## src/rtl/decoder_scan_sequencer_if.sv

```systemverilog
// Bus bundle between the scan sequencer and its controller.
// master = controller (drives the scan controls), slave = sequencer.
interface decoder_scan_sequencer_if #(
  parameter int DWELL_W = 8
);
  logic               start;
  logic               stop;
  logic               oneshot;
  logic [3:0]         mask;
  logic [DWELL_W-1:0] dwell;
  logic               A;
  logic               B;
  logic               en;
  logic               busy;
  logic               slot_done;
  logic               frame_done;

  modport master (
    output start, stop, oneshot, mask, dwell,
    input  A, B, en, busy, slot_done, frame_done
  );

  modport slave (
    input  start, stop, oneshot, mask, dwell,
    output A, B, en, busy, slot_done, frame_done
  );
endinterface

```

## src/rtl/decoder_scan_sequencer.sv

```systemverilog
// Slot sequencer for a 2-to-4 enable decoder. Walks the enabled slots in
// ascending order, holds each one for a programmable dwell and blanks the
// enable between slots so the decoder outputs switch break-before-make.
module decoder_scan_sequencer #(
  parameter int DWELL_W   = 8,
  parameter int BLANK_CYC = 1
) (
  input  logic                    clk,
  input  logic                    rst_n,
  decoder_scan_sequencer_if.slave bus
);

  typedef enum logic [1:0] {
    S_IDLE,
    S_BLANK,
    S_ACTIVE
  } state_t;

  localparam int BLANK_W = (BLANK_CYC > 1) ? $clog2(BLANK_CYC) : 1;

  state_t             state_q,      state_d;
  logic [1:0]         slot_q,       slot_d;
  logic [DWELL_W-1:0] dwell_lat_q,  dwell_lat_d;
  logic [DWELL_W-1:0] dwell_cnt_q,  dwell_cnt_d;
  logic [BLANK_W-1:0] blank_cnt_q,  blank_cnt_d;
  logic [1:0]         nxt_slot_q,   nxt_slot_d;
  logic               nxt_found_q,  nxt_found_d;
  logic               nxt_wrap_q,   nxt_wrap_d;
  logic               en_q,         en_d;
  logic               busy_q,       busy_d;
  logic               slot_done_q,  slot_done_d;
  logic               frame_done_q, frame_done_d;

  logic [DWELL_W-1:0] dwell_eff;
  logic [2:0]         sel;

  // Returns {found, index} of the first set mask bit after cur, wrapping
  // modulo 4 and ending on cur itself (a lone enabled slot finds itself).
  function automatic logic [2:0] search_next(input logic [1:0] cur,
                                             input logic [3:0] m);
    logic [2:0] r;
    logic [1:0] idx;
    r = '0;
    // Nearest offset is visited last so it wins.
    for (int i = 4; i >= 1; i--) begin
      idx = cur + 2'(i);
      if (m[idx]) r = {1'b1, idx};
    end
    return r;
  endfunction

  assign dwell_eff = (bus.dwell == '0) ? DWELL_W'(1) : bus.dwell;

  // Next-state, counters and registered-output decode.
  // The next slot is chosen on the edge that enters the final ACTIVE cycle,
  // so slot_done/frame_done can be registered and land in that same cycle.
  always_comb begin
    // NOTE: every always_comb target gets a default first; a path that
    // leaves one unassigned would infer a latch.
    state_d      = state_q;
    slot_d       = slot_q;
    dwell_lat_d  = dwell_lat_q;
    dwell_cnt_d  = dwell_cnt_q;
    blank_cnt_d  = blank_cnt_q;
    nxt_slot_d   = nxt_slot_q;
    nxt_found_d  = nxt_found_q;
    nxt_wrap_d   = nxt_wrap_q;
    slot_done_d  = 1'b0;
    frame_done_d = 1'b0;
    sel          = '0;

    if (bus.stop) begin
      state_d = S_IDLE;
    end else begin
      unique case (state_q)
        S_IDLE: begin
          if (bus.start && (bus.mask != 4'b0000)) begin
            sel         = search_next(2'd3, bus.mask);
            slot_d      = sel[1:0];
            dwell_lat_d = dwell_eff;
            blank_cnt_d = BLANK_W'(BLANK_CYC - 1);
            state_d     = S_BLANK;
          end
        end
        S_BLANK: begin
          if (blank_cnt_q == '0) begin
            dwell_cnt_d = dwell_lat_q;
            state_d     = S_ACTIVE;
          end else begin
            blank_cnt_d = blank_cnt_q - BLANK_W'(1);
          end
        end
        S_ACTIVE: begin
          if (dwell_cnt_q > DWELL_W'(1)) begin
            dwell_cnt_d = dwell_cnt_q - DWELL_W'(1);
          end else begin
            dwell_cnt_d = '0;
            if (!nxt_found_q || (nxt_wrap_q && bus.oneshot)) begin
              state_d = S_IDLE;
            end else begin
              slot_d      = nxt_slot_q;
              dwell_lat_d = dwell_eff;
              blank_cnt_d = BLANK_W'(BLANK_CYC - 1);
              state_d     = S_BLANK;
            end
          end
        end
        default: state_d = S_IDLE;
      endcase
    end

    if ((state_d == S_ACTIVE) && (dwell_cnt_d == DWELL_W'(1))) begin
      sel          = search_next(slot_q, bus.mask);
      nxt_found_d  = sel[2];
      nxt_slot_d   = sel[1:0];
      nxt_wrap_d   = sel[1:0] <= slot_q;
      slot_done_d  = 1'b1;
      frame_done_d = sel[2] && (sel[1:0] <= slot_q);
    end

    en_d   = (state_d == S_ACTIVE);
    busy_d = (state_d != S_IDLE);
  end

  // State, counters and registered outputs.
  // NOTE: every flop here is control state, so all are cleared by the async
  // reset; there is no storage array that could be left unreset.
  always_ff @(posedge clk or negedge rst_n) begin
    if (!rst_n) begin
      state_q      <= S_IDLE;
      slot_q       <= '0;
      dwell_lat_q  <= '0;
      dwell_cnt_q  <= '0;
      blank_cnt_q  <= '0;
      nxt_slot_q   <= '0;
      nxt_found_q  <= 1'b0;
      nxt_wrap_q   <= 1'b0;
      en_q         <= 1'b0;
      busy_q       <= 1'b0;
      slot_done_q  <= 1'b0;
      frame_done_q <= 1'b0;
    end else begin
      // NOTE: non-blocking assignments so every flop samples pre-edge values.
      state_q      <= state_d;
      slot_q       <= slot_d;
      dwell_lat_q  <= dwell_lat_d;
      dwell_cnt_q  <= dwell_cnt_d;
      blank_cnt_q  <= blank_cnt_d;
      nxt_slot_q   <= nxt_slot_d;
      nxt_found_q  <= nxt_found_d;
      nxt_wrap_q   <= nxt_wrap_d;
      en_q         <= en_d;
      busy_q       <= busy_d;
      slot_done_q  <= slot_done_d;
      frame_done_q <= frame_done_d;
    end
  end

  assign bus.A          = slot_q[1];
  assign bus.B          = slot_q[0];
  assign bus.en         = en_q;
  assign bus.busy       = busy_q;
  assign bus.slot_done  = slot_done_q;
  assign bus.frame_done = frame_done_q;

endmodule

```

## src/flat_wrapper.sv

```systemverilog
// flat-port wrapper written by rule: the top's interface ports become plain ports
module decoder_scan_sequencer_flat 
#(
  parameter int DWELL_W   = 8,
  parameter int BLANK_CYC = 1
)
  (clk, rst_n, bus_start, bus_stop, bus_oneshot, bus_mask, bus_dwell, bus_A, bus_B, bus_en, bus_busy, bus_slot_done, bus_frame_done);
  decoder_scan_sequencer_if #(.DWELL_W(DWELL_W)) bus_i ();
  input  logic clk;
  input  logic rst_n;
  input wire logic [$bits(bus_i.start)-1:0] bus_start;
  input wire logic [$bits(bus_i.stop)-1:0] bus_stop;
  input wire logic [$bits(bus_i.oneshot)-1:0] bus_oneshot;
  input wire logic [$bits(bus_i.mask)-1:0] bus_mask;
  input wire logic [$bits(bus_i.dwell)-1:0] bus_dwell;
  output wire logic [$bits(bus_i.A)-1:0] bus_A;
  output wire logic [$bits(bus_i.B)-1:0] bus_B;
  output wire logic [$bits(bus_i.en)-1:0] bus_en;
  output wire logic [$bits(bus_i.busy)-1:0] bus_busy;
  output wire logic [$bits(bus_i.slot_done)-1:0] bus_slot_done;
  output wire logic [$bits(bus_i.frame_done)-1:0] bus_frame_done;
  assign bus_i.start = bus_start;
  assign bus_i.stop = bus_stop;
  assign bus_i.oneshot = bus_oneshot;
  assign bus_i.mask = bus_mask;
  assign bus_i.dwell = bus_dwell;
  assign bus_A = bus_i.A;
  assign bus_B = bus_i.B;
  assign bus_en = bus_i.en;
  assign bus_busy = bus_i.busy;
  assign bus_slot_done = bus_i.slot_done;
  assign bus_frame_done = bus_i.frame_done;
  decoder_scan_sequencer #(.DWELL_W(DWELL_W), .BLANK_CYC(BLANK_CYC)) u_core (.clk(clk), .rst_n(rst_n), .bus(bus_i));
endmodule
```

## config.mk

```make
export PLATFORM = sky130hd
export DESIGN_NAME = decoder_scan_sequencer_flat
export DESIGN_NICKNAME = d
export VERILOG_FILES = /design/src/rtl/decoder_scan_sequencer_if.sv /design/src/rtl/decoder_scan_sequencer.sv /design/src/flat_wrapper.sv
export SDC_FILE = /design/constraint.sdc
export NUM_CORES = 1
export LEC_CHECK = 0
export ABC_AREA = 1
export CAP_MARGIN = 40
export CORE_MARGIN = 2
export CORE_UTILIZATION = 35
export CTS_BUF_LIST = sky130_fd_sc_hd__clkbuf_2
export CTS_CLUSTER_SIZE = 40
export DETAILED_ROUTE_END_ITERATION = 6
export GPL_TIMING_DRIVEN = 0
export SYNTH_ARGS = -nofsm -noshare
export SYNTH_HDL_FRONTEND = slang
export SYNTH_SLANG_ARGS = --single-unit
```

## constraint.sdc

```tcl
create_clock -name clk -period 2.5 [get_ports clk]
set_input_delay 0.5 -clock clk [delete_from_list [all_inputs] [get_ports clk]]
set_output_delay 0.5 -clock clk [all_outputs]
set_load 0.01 [all_outputs]
```

==> out/summary.txt <==
# IOs = 23
leakage power = 1.15 nW
Synth top area share = 0.379
clock sink count = 28
GRT Max-Usage Layer = met2
CP max-delay cell = clkdlybuf4s50_1
CP required = 2.79 ns
Adder-Cell Fraction of Synth Area = 0.0541
DRC violations left = 0
Routed Wire Length = 3720 um
Yosys warning count = 0
Period Utilization, post-route = 0.903
Synth area leader = dfrtp_1
crit end category = flop
first-pass GRT wire length = 6690 um
status = complete, no violations
Die X = 76.7 um
critical path type = primary input to flop
slew margin rel. = 0.636
Setup crit start kind = primary input
CTS clk-pin slew, worst paths = 0.26 ns
met3 usage = 0.00824
Hold/Removal Path Class = primary input to asynchronous set/reset pin
clock power share = 0.092
reg2reg start = u_core.slot_q[0]
CP Cell Sequence = clkdlybuf4s50_1, inv_1, nand2_1, o21ai_1, or2_2, nand2_1, nor2_1, nor2_1, nand2_1, nand2_1, inv_1, ha_1, a22oi_1, inv_1, nand3_1, nand2_1
later-pin clock latency in the skew report = 0.37 ns
Setup crit start = bus_mask[3]
post-DP HPWL = 2980 um
max cap viols = 0
Hold Vio Cnt, Final = 0
layout cells sized above 1 = 0.120
Root Buffer = clkbuf_2
area growth from synthesis to layout = 18.5%
wire per inst = 10.3 um
Seq pwr share = 0.394
row cnt = 26
postcts setup bufs = 0
synthesized cell area = 1850 sq um
most used cell, CP = nand2_1
NumNets Final = 318
CTS tree = yes
vias in the first global route = 1,504
largest net degree at the start of global routing = 19
crit-path max FO = 3
Max Buffers Root-to-Sink = 2
Setup Skew = 0.0141 ns
ranking of synthesized cells by area = dfrtp_1 (38%), nand2_1 (19%), inv_1 (8.3%)
Synth Instances = 265
Placed Area = 2170 sq um
Seq/Total Area, Yosys = 0.379
via/cell ratio = 4.41
FF+latch count, synth = 28
# diodes = 0
fmax = 443 MHz
remaining antenna violation count = 0
grt total ovfl = 0
worst vdd ir = 0.361 mV
Mapped Nets = 290
RSZ-0062 raised after global routing = no
H-tree Lvls = 1
Sw Ratio = 0.456
Combinational Power Share = 0.514
power density over cell area = 825 nW/um^2
Chip Height = 76.7 um
Initial Util = 0.362
Period minus WS final = 2.26 ns
CTS buffer count = 3
worst slew pin tran = 0.544 ns
Die Area = 5880 sq um
GRT Total Usage = 0.136
port bufs = 22
vias post-DR = 1,598
CORE AREA = 5110 sq um
post-layout instance area = 2190 sq um
Slew Limit Fails = 0
Final GP Congestion = 0.826
met2 Usage GRT = 0.219
xor/xnor share of the synthesized area = 0.0135
mux share of post-synthesis cell area = 0
Synth Area in Compound Gates = 0.0859
First DRT Iteration DRCs = 89
CP bufs+invs = 4
Pre-Repair DR Iteration Count = 4
count of cell types in the netlist = 29
Synth Area in Simple Gates = 0.360
Int Pwr = 0.983 mW
syn avg cell area = 6.98 sq um
largest family of logic cells by synthesized area = simple AND/OR/NAND/NOR gates
GR Layer Usage met1 = 0.196
# fillers = 550
slowest stage delay, CP = 0.49 ns
endpoints failing setup = 0
Final TNS setup = 0 ns
initial antenna violation count = 0
Sw Pwr = 0.825 mW
WP data arrival = 2.55 ns
cell family with most CP delay = simple AND/OR/NAND/NOR gates
## per-stage QoR
stage | power (mW) | std cells | hold WS, ns | util | worst slack, ns
2_1_floorplan | 1.42 | 265 | 0.204 | - | 0.439
3_3_place_gp | 1.64 | 357 | 0.457 | 0.422 | -0.178
3_5_place_dp | 1.65 | 358 | 0.463 | 0.425 | -0.172
4_1_cts | 1.83 | 362 | 0.431 | 0.429 | 0.251
5_1_grt | 2.02 | 362 | 0.428 | 0.429 | 0.0611
6_report | 1.81 | 362 | 0.434 | 0.429 | 0.244
## power groups by stage
stage	clock network, mW	logic [mW]	registers (mW)
2_1_floorplan	0	0.725	0.695
3_5_place_dp	0	0.933	0.722
6_report	0.167	0.928	0.713
5_1_grt	0.200	1.09	0.734
3_3_place_gp	0	0.920	0.715
4_1_cts	0.178	0.938	0.713
## cells by family (layout without fill, tap and decap cells)
logic type | count (synthesis) | count (layout)
compound gates | 29 | 29
xor+xnor | 2 | 2
fa+ha+maj | 8 | 8
buf+inv | 51 | 78
flops | 28 | 28
simple gates | 147 | 147
## sequential cells by signal, indices dropped and copies added, names as in the netlist
| register | cells |
|---|---|
| u_core.bus.busy | 1 |
| u_core.bus.en | 1 |
| u_core.bus.frame_done | 1 |
| u_core.bus.slot_done | 1 |
| u_core.dwell_cnt_q | 8 |
| u_core.dwell_lat_q | 8 |
| u_core.nxt_found_q | 1 |
| u_core.nxt_slot_q | 2 |
| u_core.nxt_wrap_q | 1 |
| u_core.slot_q | 2 |
| u_core.state_q | 2 |
## Yosys cell counts, drive strengths merged
cell type	number
xor2	2
buf	4
nand4	2
inv	46
ha	8
nand2	101
o21a	1
nand3	19
dfrtp	28
nor4	1
o31ai	1
or2	2
clkbuf	1
o21ai	14
a22oi	1
nor2	22
a211oi	1
a21oi	11
## metal layers
layer | part of all wire | vias to the layer above
met5 | 0 | -
met4 | 0.014 | 0
met3 | 0.016 | 4
met2 | 0.46 | 20
met1 | 0.51 | 701
li1 | - | 873
## path summary, 6_finish.rpt
kind	end	slack [ns]	depth (start not counted)
worst max-delay path	u_core.nxt_wrap_q	0.24	16
worst min-delay path	u_core.dwell_cnt_q[2]	0.43	1
worst max register to register	u_core.nxt_wrap_q	0.30	15
worst min register to register	u_core.nxt_found_q	0.51	2
max in group asynchronous	u_core.state_q[0]	1.54	2
min in group clk	u_core.nxt_found_q	0.51	2
## worst register-to-register path: stages, from the launching register on
cell,delay [ns]
dfrtp_1,0.45
buf_4,0.18
nand2_1,0.07
o21ai_1,0.09
or2_2,0.30
nand2_1,0.06
nor2_1,0.05
nor2_1,0.09
nand2_1,0.06
nand2_1,0.09
inv_1,0.05
ha_1,0.26
a22oi_1,0.21
inv_1,0.06
nand3_1,0.07
nand2_1,0.05
## area by class of cell
class                   count  area (sq um)  share of cell area
clock inverters             1          3.75             0.00171
repair buffers             23           235               0.107
inverters                  46           173              0.0788
multi-input cells         186           950               0.433
flip-flops and latches     28           701               0.320
clock buffers               3          15.0             0.00685
well taps                  70          87.6              0.0400
plain buffers               5          26.3              0.0120
## layout by cell type (no fill, tap or decap)
cell,instances
nand2_2,7
a22oi_1,1
buf_4,1
inv_1,41
o21a_1,1
o21ai_0,11
a21oi_1,10
clkinv_1,1
ha_1,8
nor2_4,4
nor2_2,3
xor2_1,1
dfrtp_1,28
clkdlybuf4s50_1,22
o21ai_1,3
nand3_2,3
buf_2,2
nand4_1,2
o31ai_1,1
clkbuf_2,4
buf_1,1
nand2_4,1
a211oi_1,1
or2_2,2
a21oi_2,1
xor2_2,1
nand3_1,16
nor2_1,15
nand2_1,93
nor4_1,1
inv_2,5
buf_8,1
## repair_timing
action | CTS | global route
resized for setup | 0 | 1
setup endpoints to repair | 0 | 1
hold buffers | 0 | 0
No activity file was read; power rests on OpenSTA's default activity.
